### src/rtl/fetch_pkg.sv
// ---------------------------------------------------------------------------
// fetch_pkg
// Shared types and constants for the instruction fetch stage.
//   fetch_state_t : request FSM states (IDLE / REQ / DISCARD)
//   fetch_entry_t : one prefetch FIFO entry {pc, instr}
//   INSTR_NOP     : word presented downstream when nothing is valid
//   PC_STEP       : sequential PC increment in bytes
//   align_word()  : clears the byte-offset bits of an address
// ---------------------------------------------------------------------------
package fetch_pkg;

  typedef enum logic [1:0] {
    IDLE    = 2'd0,
    REQ     = 2'd1,
    DISCARD = 2'd2
  } fetch_state_t;

  localparam logic [31:0] INSTR_NOP = 32'h0000_0000;
  localparam logic [31:0] PC_STEP   = 32'd4;

  typedef struct packed {
    logic [31:0] pc;
    logic [31:0] instr;
  } fetch_entry_t;

  function automatic logic [31:0] align_word(input logic [31:0] addr);
    return addr & ~32'd3;
  endfunction

endpackage

### src/rtl/fetch_fifo.sv
// ---------------------------------------------------------------------------
// fetch_fifo
// Small prefetch FIFO holding fetched {pc, instr} pairs.
// Ports:
//   clk, rst  : clock, asynchronous active-high reset
//   push      : write wr_entry at the tail
//   pop       : drop the head entry
//   flush     : empty the FIFO (wins over push/pop)
//   wr_entry  : entry to write
//   head      : current head entry (combinational read, meaningful when count!=0)
//   count     : number of valid entries (0..DEPTH)
// ---------------------------------------------------------------------------
module fetch_fifo
  import fetch_pkg::*;
#(
  parameter  int DEPTH = 2,
  localparam int AW    = $clog2(DEPTH),
  localparam int CW    = AW + 1
) (
  input  logic              clk,
  input  logic              rst,
  input  logic              push,
  input  logic              pop,
  input  logic              flush,
  input  fetch_entry_t      wr_entry,
  output fetch_entry_t      head,
  output logic [CW-1:0]     count
);

  fetch_entry_t mem [DEPTH];
  logic [AW-1:0] wr_ptr;
  logic [AW-1:0] rd_ptr;

  // Storage needs no reset: entries are only observed through count.
  always_ff @(posedge clk) begin
    if (push && !flush) begin
      mem[wr_ptr] <= wr_entry;
    end
  end

  // Pointers wrap naturally because DEPTH is a power of two.
  always_ff @(posedge clk or posedge rst) begin
    if (rst) begin
      wr_ptr <= '0;
      rd_ptr <= '0;
      count  <= '0;
    end else if (flush) begin
      wr_ptr <= '0;
      rd_ptr <= '0;
      count  <= '0;
    end else begin
      if (push) wr_ptr <= wr_ptr + AW'(1);
      if (pop)  rd_ptr <= rd_ptr + AW'(1);
      count <= count + CW'(push) - CW'(pop);
    end
  end

  assign head = mem[rd_ptr];

endmodule

### src/rtl/fetch_unit.sv
// ---------------------------------------------------------------------------
// fetch_unit
// Instruction fetch stage: PC register, single-outstanding request FSM and
// a prefetch FIFO feeding the IF/DEC register.
// Ports:
//   Clock, Reset      : clock, asynchronous active-high reset
//   Stall             : decode hold, head entry is not consumed
//   BranchTaken       : redirect, flushes prefetched state
//   BranchAddr        : redirect target (low two bits ignored)
//   InstrReq          : memory request valid
//   InstrAddr         : memory request address
//   InstrReady        : memory accepts request, InstrData valid same cycle
//   InstrData         : fetched word
//   InstrOut, PCOut   : head instruction and its PC (zero when not valid)
//   ValidOut          : head entry valid
// ---------------------------------------------------------------------------
module fetch_unit
  import fetch_pkg::*;
#(
  parameter logic [31:0] RESET_PC = 32'h0000_0000,
  parameter int          DEPTH    = 2
) (
  input  logic        Clock,
  input  logic        Reset,
  input  logic        Stall,
  input  logic        BranchTaken,
  input  logic [31:0] BranchAddr,
  output logic        InstrReq,
  output logic [31:0] InstrAddr,
  input  logic        InstrReady,
  input  logic [31:0] InstrData,
  output logic [31:0] InstrOut,
  output logic [31:0] PCOut,
  output logic        ValidOut
);

  localparam int CW = $clog2(DEPTH) + 1;

  fetch_state_t  state;
  fetch_state_t  state_next;
  logic [31:0]   pc;
  logic [31:0]   pc_next;
  logic [31:0]   discard_addr;
  logic [31:0]   discard_addr_next;
  logic [CW-1:0] count;
  logic [CW:0]   count_next;
  fetch_entry_t  head;
  fetch_entry_t  push_entry;
  logic          transfer;
  logic          push;
  logic          pop;
  logic          has_room;

  // An abandoned request keeps presenting its original address until the
  // memory takes it, even though the PC already points at the target.
  assign InstrReq  = (state == REQ) || (state == DISCARD);
  assign InstrAddr = (state == DISCARD) ? discard_addr : pc;

  assign transfer   = InstrReq & InstrReady;
  assign push       = transfer & (state == REQ) & ~BranchTaken;
  assign ValidOut   = (count != '0);
  assign pop        = ValidOut & ~Stall & ~BranchTaken;
  assign count_next = {1'b0, count} + (CW+1)'(push) - (CW+1)'(pop);
  assign has_room   = count_next < (CW+1)'(DEPTH);
  assign push_entry = '{pc: pc, instr: InstrData};

  assign InstrOut = ValidOut ? head.instr : INSTR_NOP;
  assign PCOut    = ValidOut ? head.pc    : 32'h0000_0000;

  fetch_fifo #(
    .DEPTH(DEPTH)
  ) u_fifo (
    .clk      (Clock),
    .rst      (Reset),
    .push     (push),
    .pop      (pop),
    .flush    (BranchTaken),
    .wr_entry (push_entry),
    .head     (head),
    .count    (count)
  );

  // Next-state logic. A redirect overrides everything; otherwise the FSM
  // keeps one request in flight while the FIFO can absorb its result, and
  // leaves REQ only on a completed transfer.
  always_comb begin
    state_next        = state;
    pc_next           = pc;
    discard_addr_next = discard_addr;
    if (BranchTaken) begin
      pc_next = align_word(BranchAddr);
      unique case (state)
        IDLE: state_next = REQ;
        REQ: begin
          if (InstrReady) begin
            state_next = REQ;
          end else begin
            state_next        = DISCARD;
            discard_addr_next = pc;
          end
        end
        DISCARD: if (InstrReady) state_next = REQ;
        default: state_next = IDLE;
      endcase
    end else begin
      unique case (state)
        IDLE: if (has_room) state_next = REQ;
        REQ: begin
          if (transfer) begin
            pc_next = pc + PC_STEP;
            if (!has_room) state_next = IDLE;
          end
        end
        DISCARD: if (InstrReady) state_next = REQ;
        default: state_next = IDLE;
      endcase
    end
  end

  // State registers; reset abandons any request in flight.
  always_ff @(posedge Clock or posedge Reset) begin
    if (Reset) begin
      state        <= IDLE;
      pc           <= RESET_PC;
      discard_addr <= '0;
    end else begin
      state        <= state_next;
      pc           <= pc_next;
      discard_addr <= discard_addr_next;
    end
  end

endmodule

### config.mk
export PLATFORM = sky130hd
export DESIGN_NAME = fetch_unit
export DESIGN_NICKNAME = d
export VERILOG_FILES = /design/src/rtl/fetch_pkg.sv /design/src/rtl/fetch_fifo.sv /design/src/rtl/fetch_unit.sv
export SDC_FILE = /design/constraint.sdc
export NUM_CORES = 1
export LEC_CHECK = 0
export CAP_MARGIN = 40
export CORE_UTILIZATION = 45
export DETAILED_ROUTE_END_ITERATION = 16
export PLACE_DENSITY_LB_ADDON = 0.3
export RECOVER_POWER = 100
export SYNTH_ARGS = -nofsm -noshare
export SYNTH_HDL_FRONTEND = slang
export SYNTH_HIERARCHICAL = 1
export SYNTH_SLANG_ARGS = --single-unit
export TNS_END_PERCENT = 20
### constraint.sdc
create_clock -name Clock -period 7.8 [get_ports Clock]
set_input_delay 1.56 -clock Clock [delete_from_list [all_inputs] [get_ports Clock]]
set_output_delay 1.56 -clock Clock [all_outputs]
set_load 0.005 [all_outputs]
==> impl_metrics.toml <==
[run_status]
status = "finished with violations"
violations = "max-capacitance violations, max-slew violations"

[synth]
yosysTopAreaCell = "edfxtp_1"
synth-seq-area-share_pct = 60.8
avgSynthCellArea_um2 = 14.2
synth.area.top_cells = "edfxtp_1, dfrtp_1, mux2_2"
yosysWarnings = 6
synthDistinctLibCells = 55
synth_top_area_share_pct = 42.5
synth_area_um2 = 9040
synth_edf_count = 128
synth-seq-cells = 194
synthFlopType = "edfxtp_1"
async_flop_share_pct = 34.0
synthCells = 637

[placed_design]
post-dp-hpwl_um = 13000
place_congestion = 0.775
place_area_um2 = 11000
io_buffers = 162

[power_and_ir_drop]
pwr_density_cell_nw_per_um2 = 269
peakVddDrop_mv = 0.150
combPwrFrac_pct = 28.4
p_leak_uw = 0.00415
p_clk_share_pct = 28.4
swShare_pct = 27.9
intPower_uw = 2230
switching_power_uw = 863
seqPwrFrac_pct = 43.1

[worst_setup_path]
arrival_ns = 5.80
cp_data_required_time_ns = 7.86
critPathLaunchType = "primary input"
cp_max_fo = 53
worstSetupPathType = "primary input to flop"
crit_path_end_kind = "flop"
r2r_start = "u_fifo/count[1]"
cp-startpoint = "BranchTaken"

[detailed_routing]
drtIter0Drc = 297
viasPerCell = 5.31
wire_per_inst_um = 17.9
postRouteAntennaNets = 0
dr.pass1.iters = 4
vias = 5721
totalWireLength_um = 19300
drc_errors = 0

[sta]
fmax_mhz = 174
drv_slew = 108
setup_tns_ns = 0
finalSetupViolCount = 0
relSlewSlack_pct = -39.9
worst_slew_pin_slew_ns = 2.10
finalHoldViolCount = 0
layout_min_cycle_time_ns = 5.74
skew_ns = 0.00651
period_share_pct = 73.6
rsz0062_at_grt = "false"

[grt]
grt_pass1_vias = 5874
grt_max_degree = 54
grt_overflow_total = 0
grt_pass1_wl_um = 30100
antenna_found_initial = 1
grt_use_total_pct = 19.4

[clock_tree]
ctsHoldBuffers = 0
cts_buffers = 17
clock_latency_ns = 0.43
cts_sinks = 194
ctsResizeCount = 0
clk_pin_slew_worst_paths_ns = 0.07
htreeDepth = 4
cts_buffer_depth = 2
postCtsSetupBuffers = 0
clock-root-buffer = "clkbuf_16"
tritoncts = "done"

[final_layout]
area_growth_pct = 26.9
fillers = 1573
multi_input_area_um2 = 3290
final_area_um2 = 11500
drive_above_1_share_pct = 19.6
seqCellArea_um2 = 5500
layout.nets = 876

[die]
start_util_pct = 46.2
dieArea_um2 = 20700
dieWidth_um = 144
die_h_um = 144
io_pins = 167
coreArea_um2 = 19600
fp-row-count = 51

[worst_hold_path]
hold_class = "flop to flop"
hold_start = "discard_addr[30]"

[flow_run]
cap_violations = 4
==> flip-flops by register name, indices dropped and copies added (netlist names) <==
name	flops
state	2
u_fifo/wr_ptr	1
pc	30
u_fifo/mem	128
discard_addr	30
u_fifo/count	2
u_fifo/rd_ptr	1
==> through the flow <==
step,hold slack [ns],std cells,worst slack (ns),power [µW],util (%)
after floorplan,0.441,642,0.330,1830,-
after global placement,0.464,1039,2.38,2230,55.4
after detailed placement,0.485,1044,2.67,2290,55.9
after CTS,0.501,1076,3.12,3170,59.0
after global routing,0.524,1077,1.64,3250,58.6
final,0.493,1077,2.06,3090,58.6
==> metal layers <==
layer,share of wire [%],GRT usage (%),up-vias
li1,-,-,2668
met1,42,24.0,2832
met2,50,33.5,193
met3,5.8,4.17,28
met4,2.0,6.89,0
met5,0,0,-
==> logic make-up (layout without fill, tap and decap cells) <==
group	after synthesis	after routing	share of synthesized area [%]
multiplexers	119	119	16.9
XOR/XNOR	15	15	1.60
AO/OA/AOI/OAI	59	59	4.16
buffers and inverters	50	219	3.03
adder cells (fa/ha/maj)	9	9	1.33
flip-flops	194	194	60.8
other	1	7	0.0415
AND/OR/NAND/NOR	190	190	12.2
==> Yosys cell counts (13+ instances only) <==
master	n
edfxtp_1	128
mux2_2	67
and2_1	66
dfrtp_1	66
mux2_4	50
nand2_1	33
o21ai_0	22
clkbuf_1	21
nor2_1	20
nand3_1	18
a31oi_1	13
inv_1	13
or4_1	13
==> cell type report <==
type | count | area share [%]
antenna | 1 | 0.0218
inverter | 13 | 0.425
clock buffer | 17 | 3.71
timing repair buffer | 174 | 14.9
clock inverter | 15 | 1.53
sequential | 194 | 47.9
tap | 265 | 2.89
multi-input combinational | 398 | 28.6
==> placed cells by master, fill, tap and decap left out, drive strengths merged, types with 13 or more instances in the layout <==
cell / instances
inv: 19
a31oi: 13
mux2: 117
nor2: 20
nand3: 18
dlygate4sd3: 73
dfrtp: 66
clkbuf: 24
edfxtp: 128
nand2: 33
o21ai: 22
and2: 66
or4: 15
clkdlybuf4s50: 89
==> worst max-delay path, cell delays in order <==
cell and delay [ns]:
dlygate4sd3_1 0.53, buf_4 0.27, inv_1 0.47, clkbuf_1 0.62, nand2_1 0.16, inv_1 0.12
inv_1 0.08, nor3b_1 0.86, clkbuf_1 0.39, buf_4 0.65
==> power by group through the flow <==
stage	Combinational (µW)	Clock (µW)	Sequential, µW
global placement	889	0	1340
CTS	945	897	1330
finish	879	879	1330
detailed placement	940	0	1350
floorplan	511	0	1320
global route	963	938	1350
==> path summary, 6_finish.rpt <==
path | cells past startpoint | slack [ns] | end
min in group asynchronous | 2 | 1.48 | u_fifo/rd_ptr
min | 2 | 0.49 | discard_addr[30]
max reg2reg | 9 | 3.87 | state[0]
max in group asynchronous | 3 | 3.44 | discard_addr[19]
min reg2reg | 2 | 0.49 | discard_addr[30]
max | 10 | 2.06 | u_fifo/mem[1][40]
Note: power is estimated with default switching activity, not from simulation.
